## config.mk

```make
export PLATFORM = sky130hd
export DESIGN_NAME = vload_unit
export DESIGN_NICKNAME = d
export VERILOG_FILES = /design/src/rtl/vload_unit_pkg.sv /design/src/rtl/vload_unit_wbuf.sv /design/src/rtl/vload_unit.sv
export SDC_FILE = /design/constraint.sdc
export NUM_CORES = 1
export LEC_CHECK = 0
export CAP_MARGIN = 20
export CORE_UTILIZATION = 52
export DETAILED_ROUTE_END_ITERATION = 16
export GPL_TIMING_DRIVEN = 0
export PLACE_DENSITY = 0.81
export REMOVE_ABC_BUFFERS = 1
export SLEW_MARGIN = 20
export SYNTH_ARGS = -nofsm -noshare
export SYNTH_HDL_FRONTEND = slang
export SYNTH_SLANG_ARGS = --single-unit
```

## constraint.sdc

```tcl
create_clock -name clk_i -period 2.24 [get_ports clk_i]
set_input_delay 0.448 -clock clk_i [delete_from_list [all_inputs] [get_ports clk_i]]
set_output_delay 0.448 -clock clk_i [all_outputs]
set_load 0.01 [all_outputs]
```

## src/rtl/vload_unit_pkg.sv

```systemverilog
// Shared types for the vector load unit: VRF word/strobe/address/id types,
// the load descriptor, the write-buffer entry, the FSM state and a tail
// strobe helper.
`timescale 1ns/1ps
package vload_unit_pkg;

  localparam int unsigned VLENB    = 16;
  localparam int unsigned VrfDataW = 64;
  localparam int unsigned VrfAddrW = 8;
  localparam int unsigned InsnIdW  = 4;
  localparam int          StrbW    = VrfDataW / 8;
  localparam int unsigned TailW    = $clog2(VrfDataW / 8);

  typedef logic [VrfDataW-1:0] vrf_data_t;
  typedef logic [StrbW-1:0]    vrf_strb_t;
  typedef logic [VrfAddrW-1:0] vrf_addr_t;
  typedef logic [InsnIdW-1:0]  insn_id_t;

  // Byte length of one load; wide enough for a full LMUL=8 register group.
  localparam int unsigned VluLenW = $clog2(8 * VLENB + 1);
  typedef logic [VluLenW-1:0] vlu_len_t;

  typedef struct packed {
    vrf_addr_t vd_addr;
    vlu_len_t  len;
    insn_id_t  id;
  } vlu_req_t;

  typedef struct packed {
    vrf_data_t data;
    vrf_strb_t strb;
    vrf_addr_t addr;
  } vlu_wentry_t;

  typedef enum logic [1:0] {
    VLU_IDLE  = 2'd0,
    VLU_RECV  = 2'd1,
    VLU_DRAIN = 2'd2,
    VLU_DONE  = 2'd3
  } vlu_state_e;

  // Low 'tail' bytes enabled; tail==0 means the word is fully valid.
  function automatic vrf_strb_t tail_strb(input logic [TailW-1:0] tail);
    vrf_strb_t s;
    for (int i = 0; i < StrbW; i++) begin
      s[i] = (tail == '0) || (i < int'(tail));
    end
    return s;
  endfunction

endpackage

```

## src/rtl/vload_unit_wbuf.sv

```systemverilog
// vlu_wbuf: small synchronous FIFO of VRF write entries between the memory
// response side and the lane write port. The head is read straight out of
// the entry registers, so a word pushed in one cycle is visible at the
// head in the next. Push is ignored when full, pop is ignored when empty.
`timescale 1ns/1ps
module vlu_wbuf
  import vload_unit_pkg::*;
#(
  parameter int unsigned BufDepth = 2
) (
  input  logic        clk_i,
  input  logic        rst_ni,
  input  logic        push_i,
  input  vlu_wentry_t push_data_i,
  input  logic        pop_i,
  output vlu_wentry_t head_o,
  output logic        full_o,
  output logic        empty_o,
  output logic        last_o
);

  localparam int unsigned PtrW = $clog2(BufDepth);
  localparam int unsigned CntW = PtrW + 1;

  vlu_wentry_t     mem_q [BufDepth];
  logic [PtrW-1:0] wr_ptr_q, rd_ptr_q;
  logic [CntW-1:0] cnt_q;
  logic            push_ok, pop_ok;

  assign full_o  = (cnt_q == CntW'(BufDepth));
  assign empty_o = (cnt_q == '0);
  assign last_o  = (cnt_q == CntW'(1));
  assign push_ok = push_i && !full_o;
  assign pop_ok  = pop_i && !empty_o;
  assign head_o  = mem_q[rd_ptr_q];

  // Entry storage, pointers (wrap naturally, depth is a power of two) and occupancy.
  always_ff @(posedge clk_i or negedge rst_ni) begin
    if (!rst_ni) begin
      for (int i = 0; i < int'(BufDepth); i++) begin
        mem_q[i] <= '0;
      end
      wr_ptr_q <= '0;
      rd_ptr_q <= '0;
      cnt_q    <= '0;
    end else begin
      if (push_ok) begin
        mem_q[wr_ptr_q] <= push_data_i;
        wr_ptr_q        <= wr_ptr_q + PtrW'(1);
      end
      if (pop_ok) begin
        rd_ptr_q <= rd_ptr_q + PtrW'(1);
      end
      case ({push_ok, pop_ok})
        2'b10:   cnt_q <= cnt_q + CntW'(1);
        2'b01:   cnt_q <= cnt_q - CntW'(1);
        default: cnt_q <= cnt_q;
      endcase
    end
  end

endmodule

```

## src/rtl/vload_unit.sv

```systemverilog
// vload_unit: load-side producer for one lane's VRF write-back port.
// Takes one load descriptor at a time, turns each memory response beat into
// a VRF word write (address + tail strobe), buffers it in vlu_wbuf and
// pulses load_done_o with the instruction id once every word is granted.
//
// Handshakes: req_*, mem_* transfer on a cycle where valid && ready are both
// high; valid never depends on ready. On the lane side load_op_valid_o stays
// high with load_op_* held stable until load_op_gnt_i, and an entry is
// retired on valid && gnt. mem_ready_o depends only on registered state, so
// a full buffer stalls the memory side even if it drains that same cycle.
//
// Optional feature: define VLU_STALL_CNT_EN to add stall_cnt_o, a saturating
// count of cycles with load_op_valid_o && !load_op_gnt_i.
`timescale 1ns/1ps
module vload_unit
  import vload_unit_pkg::*;
#(
  parameter int unsigned BufDepth = 2
) (
  input  logic      clk_i,
  input  logic      rst_ni,
  input  logic      req_valid_i,
  output logic      req_ready_o,
  input  vlu_req_t  req_i,
  input  logic      mem_valid_i,
  output logic      mem_ready_o,
  input  vrf_data_t mem_data_i,
  output logic      load_op_valid_o,
  input  logic      load_op_gnt_i,
  output vrf_data_t load_op_o,
  output vrf_strb_t load_op_strb_o,
  output vrf_addr_t load_op_addr_o,
  output insn_id_t  load_id_o,
  output logic      load_done_o,
`ifdef VLU_STALL_CNT_EN
  output logic [31:0] stall_cnt_o,
`endif
  output insn_id_t  load_done_id_o
);

  localparam int unsigned WordB  = $bits(vrf_data_t) / 8;
  localparam int unsigned WordSh = $clog2(WordB);

  vlu_state_e           state_q, state_d;
  vrf_addr_t            addr_q, addr_d;
  insn_id_t             id_q, id_d;
  vlu_len_t             words_q, words_d;
  logic [TailW-1:0]     tail_q, tail_d;

  logic                 req_hs, beat, pop;
  logic                 fifo_full, fifo_empty, fifo_last;
  vlu_wentry_t          push_entry, head;
  logic [VluLenW:0]     len_round;
  vlu_len_t             words_new;

  assign req_hs = req_valid_i && req_ready_o;
  assign beat   = mem_valid_i && mem_ready_o;
  assign pop    = load_op_valid_o && load_op_gnt_i;

  // Word count rounded up: ceil(len / WordB).
  assign len_round = {1'b0, req_i.len} + (VluLenW + 1)'(WordB - 1);
  assign words_new = vlu_len_t'(len_round >> WordSh);

  assign push_entry.data = mem_data_i;
  assign push_entry.strb = (words_q == vlu_len_t'(1)) ? tail_strb(tail_q) : '1;
  assign push_entry.addr = addr_q;

  vlu_wbuf #(
    .BufDepth (BufDepth)
  ) u_wbuf (
    .clk_i       (clk_i),
    .rst_ni      (rst_ni),
    .push_i      (beat),
    .push_data_i (push_entry),
    .pop_i       (pop),
    .head_o      (head),
    .full_o      (fifo_full),
    .empty_o     (fifo_empty),
    .last_o      (fifo_last)
  );

  // FSM state register.
  always_ff @(posedge clk_i or negedge rst_ni) begin
    if (!rst_ni) state_q <= VLU_IDLE;
    else         state_q <= state_d;
  end

  // FSM next state: DRAIN leaves on the cycle the last buffered word is granted.
  always_comb begin
    state_d = state_q;
    case (state_q)
      VLU_IDLE: begin
        if (req_hs) state_d = (req_i.len == '0) ? VLU_DONE : VLU_RECV;
      end
      VLU_RECV: begin
        if (beat && (words_q == vlu_len_t'(1))) state_d = VLU_DRAIN;
      end
      VLU_DRAIN: begin
        if (fifo_empty || (fifo_last && pop)) state_d = VLU_DONE;
      end
      VLU_DONE: state_d = VLU_IDLE;
      default:  state_d = VLU_IDLE;
    endcase
  end

  // FSM outputs: request/beat acceptance and the completion pulse.
  always_comb begin
    req_ready_o    = rst_ni && (state_q == VLU_IDLE);
    mem_ready_o    = (state_q == VLU_RECV) && !fifo_full;
    load_done_o    = (state_q == VLU_DONE);
    load_done_id_o = (state_q == VLU_DONE) ? id_q : '0;
  end

  // Descriptor bookkeeping: latch on accept, advance address/count per beat.
  always_comb begin
    addr_d  = addr_q;
    id_d    = id_q;
    words_d = words_q;
    tail_d  = tail_q;
    if (req_hs) begin
      addr_d  = req_i.vd_addr;
      id_d    = req_i.id;
      words_d = words_new;
      tail_d  = req_i.len[TailW-1:0];
    end else if (beat) begin
      addr_d  = addr_q + vrf_addr_t'(1);
      words_d = words_q - vlu_len_t'(1);
    end
  end

  // Descriptor registers.
  always_ff @(posedge clk_i or negedge rst_ni) begin
    if (!rst_ni) begin
      addr_q  <= '0;
      id_q    <= '0;
      words_q <= '0;
      tail_q  <= '0;
    end else begin
      addr_q  <= addr_d;
      id_q    <= id_d;
      words_q <= words_d;
      tail_q  <= tail_d;
    end
  end

  // Lane port driven from the buffer head; zeroed whenever nothing is pending.
  always_comb begin
    load_op_valid_o = !fifo_empty;
    load_op_o       = fifo_empty ? '0 : head.data;
    load_op_strb_o  = fifo_empty ? '0 : head.strb;
    load_op_addr_o  = fifo_empty ? '0 : head.addr;
    load_id_o       = fifo_empty ? '0 : id_q;
  end

`ifdef VLU_STALL_CNT_EN
  logic [31:0] stall_cnt_q;

  // Saturating count of cycles the lane refused a pending write.
  always_ff @(posedge clk_i or negedge rst_ni) begin
    if (!rst_ni) begin
      stall_cnt_q <= '0;
    end else if (load_op_valid_o && !load_op_gnt_i && (stall_cnt_q != '1)) begin
      stall_cnt_q <= stall_cnt_q + 32'd1;
    end
  end

  assign stall_cnt_o = stall_cnt_q;
`endif

endmodule
```

==> impl_metrics.yaml <==
sta:
  fmax_ghz: 0.4559
  timing.final.ws_setup_ns: 0.04673
  hold_viol_final: 0
  maxSlewHeadroom_pct: 37.69
  timing_max_transition_violations_final: 0
  hold_slack_ns: 0.01122
  worst_setup_skew_after_layout_ns: 0.01504
  post-route-min-period_ns: 2.193
  period_share_pct: 97.91
  final.setup.tns_ns: 0
  worst_pin_slew_ns: 0.9347
  rsz_0062_raised_after_global_routing: "yes"
  setup-violations-final: 0
power:
  ir_worst_vdd_mv: 0.8460
  p_leak_nw: 5.580
  powerDensity_nw_per_um2: 1520
final_layout:
  area_growth_syn_to_layout_pct: 31.78
  most-common-layout-cells: "dfrtp_1 (188), mux2_2 (112), nor2_1 (97)"
  antenna-diode-count: 0
  nNetsFinal: 1028
  final_core_utilization_pct: 70.89
  n_fill_cell: 1174
  post-route-cell-area_um2: 11840
  layout.cells.most_common: "dfrtp_1"
  final_layout_size_suffix_gt1_share_pct: 31.81
detailed_routing:
  drt.antenna.violating_nets: 0
  route.detailed.wl_per_inst_um: 19.53
  drc_errors: 0
  routed_via_density: 5.418
  drt_iter0_drc: 283
  detail_route.wirelength_um: 22650
  firstDrtPassIters: 4
  dr_total_vias: 6285
worst_setup_path:
  cp-end-kind: "output port"
  worstPathRequired_ns: 1.79
  critPathMaxFanout: 9
  critical_path.startpoint_type: "flip-flop"
  critical_path_class: "reg2out"
  cp.arrival_ns: 1.75
clocking:
  clk-insertion-delay-late_ns: 0.43
  clk_path_buf_depth: 2
  cts.htree.levels: 4
  clock_tree_from_tritoncts: "done"
  cts_buf_count: 17
  clkSinkCount: 189
  clock_tree.root_cell: "clkbuf_16"
  path_clk_slew_ns: 0.07
worst_hold_path:
  worstHoldPathType: "in2async"
yosys:
  postSynthCellCount: 731
  mappedNetlistArea_um2: 8985
  register_bit_total_from_synthesis: 189
  yosys.area.top_type: "dfrtp_1"
  synth_enable_flop_cells: 0
  count_of_unique_library_cells_instantiated_by_yosys: 41
  asyncSetResetFlopFracSynth_pct: 100.0
  yosys_most_used_dff: "dfrtp_1"
  synth-warning-count: 0
  synth_top_area_cells: "dfrtp_1 (53%), mux2_2 (14%), mux2i_1 (9.1%), mux2_4 (5.0%), nor2_1 (4.1%)"
  synth_sequential_area_ratio_pct: 52.64
  syn_area_per_cell_um2: 12.29
  yosysTopAreaCellShare_pct: 52.64
grt:
  antenna_found_initial: 0
  global_route.usage.total_pct: 25.84
  wire_length_of_the_first_global_routing_pass_um: 35260
  largest_net_degree_at_the_start_of_global_routing: 88
  first_global_vias: 6550
  grt_remaining_overflow: 0
placement:
  place_ws_ns: -0.7930
  placedInstanceArea_um2: 10980
  gp_congestion: 0.7828
  io_buffers: 180
  detailedPlacementHpwl_um: 12130
floorplanning:
  dieArea_um2: 17810
  placementRows: 47
  die_h_um: 133.5
  die_w_um: 133.5
  floorplan.io_pins: 181
  core_area_um2: 16700
  starting_density_of_the_core_pct: 53.80
outcome:
  outcome: "complete, no violations"
run:
  drv_cap: 0
==> cell families (layout without fill, tap and decap cells) <==
logic type | Yosys count | after routing | synth area share (%)
xor+xnor | 23 | 23 | 2.242
buf+inv | 52 | 259 | 3.342
simple gates | 192 | 194 | 9.428
mux | 226 | 226 | 28.44
compound gates | 38 | 38 | 2.381
flops | 189 | 189 | 52.64
fa+ha+maj | 11 | 11 | 1.532
==> per-layer routing <==
layer / routed length [um] / part of all wire [%] / track usage, % / vias to the layer above
li1: - / - / - / 2914
met1: 10140 / 45 / 34.82 / 3172
met2: 11070 / 49 / 42.48 / 174
met3: 1156 / 5.1 / 5.327 / 25
met4: 288 / 1.3 / 7.197 / 0
met5: 0 / 0 / 0 / -
==> sequential cells by signal (all words and copies together), names as in the netlist <==
signal,count
words_q,8
u_wbuf.cnt_q,2
id_q,4
state_q,2
u_wbuf.rd_ptr_q,1
u_wbuf.mem_q,160
addr_q,8
tail_q,3
u_wbuf.wr_ptr_q,1
==> worst max-delay path, cell delays in order (launching register included) <==
cell and delay [ns]:
dfrtp_4 0.53, buf_16 0.19, mux2i_1 0.13, nor2_1 0.17, dlygate4sd2_1 0.30
==> through the flow <==
step / total power, W / instances
2_1_floorplan: 0.01088 / 688
3_3_place_gp: 0.01339 / 1088
3_5_place_dp: 0.01468 / 1094
4_1_cts: 0.01799 / 1157
5_1_grt: 0.01903 / 1160
6_report: 0.01799 / 1160
==> layout make-up <==
| type | instances | area [um^2] | share of cell area, % |
|---|---|---|---|
| clock buffers | 18 | 429.2 | 3.625 |
| flip-flops and latches | 189 | 4733 | 39.98 |
| repair buffers | 219 | 2158 | 18.23 |
| multi-input cells | 492 | 4039 | 34.11 |
| inverters | 9 | 41.29 | 0.3487 |
| clock inverters | 13 | 163.9 | 1.384 |
| well taps | 220 | 275.3 | 2.325 |
==> final timing paths <==
path	start	to	slack, ns	cells after the start
setup / recovery	u_wbuf.rd_ptr_q$_DFFE_PN0P_	load_op_addr_o[1]	0.05	4
hold / removal	rst_ni	u_wbuf.mem_q[76]$_DFFE_PN0P_	0.01	1
setup reg to reg	u_wbuf.cnt_q[0]$_DFFE_PN0P_	u_wbuf.mem_q[146]$_DFFE_PN0P_	0.06	7
hold reg to reg	u_wbuf.mem_q[88]$_DFFE_PN0P_	u_wbuf.mem_q[88]$_DFFE_PN0P_	0.48	1
max in group asynchronous	rst_ni	u_wbuf.mem_q[89]$_DFFE_PN0P_	1.20	3
min in group clk_i	u_wbuf.mem_q[88]$_DFFE_PN0P_	u_wbuf.mem_q[88]$_DFFE_PN0P_	0.48	1
==> cell usage after synthesis (2+ instances only) <==
library cell	count
buf_6	6
inv_1	8
xnor2_1	10
a31oi_1	2
nand2_1	48
and3_1	2
o21ai_0	17
nand3_1	7
nor3_1	7
buf_2	15
clkbuf_1	15
mux2i_1	82
nor2_1	98
ha_1	11
nand4_1	6
and2_1	5
or2_2	2
nand2b_1	4
xor2_1	13
nor2b_1	6
mux2_2	114
dfrtp_1	189
a21oi_1	12
buf_4	6
mux2_4	30
==> where the power goes <==
group | switching [W] | total, W | leakage (nW) | internal, W
registers | 0.00117 | 0.00627 | 2.28 | 0.00510
logic | 0.00408 | 0.00867 | 3.01 | 0.00459
clock network | 0.00130 | 0.00306 | 0.287 | 0.00176
==> repair_timing <==
| item | CTS | global route |
|---|---|---|
| hold buffers | 4 | 0 |
| gates cloned | 10 | 2 |
| setup buffers | 18 | 3 |
| endpoints found under the hold margin | 44 | 0 |
| gates resized for setup | 237 | 67 |
| pin swaps | 5 | 6 |
| setup endpoints to repair | 272 | 68 |
(Power assumes the default switching activity.)
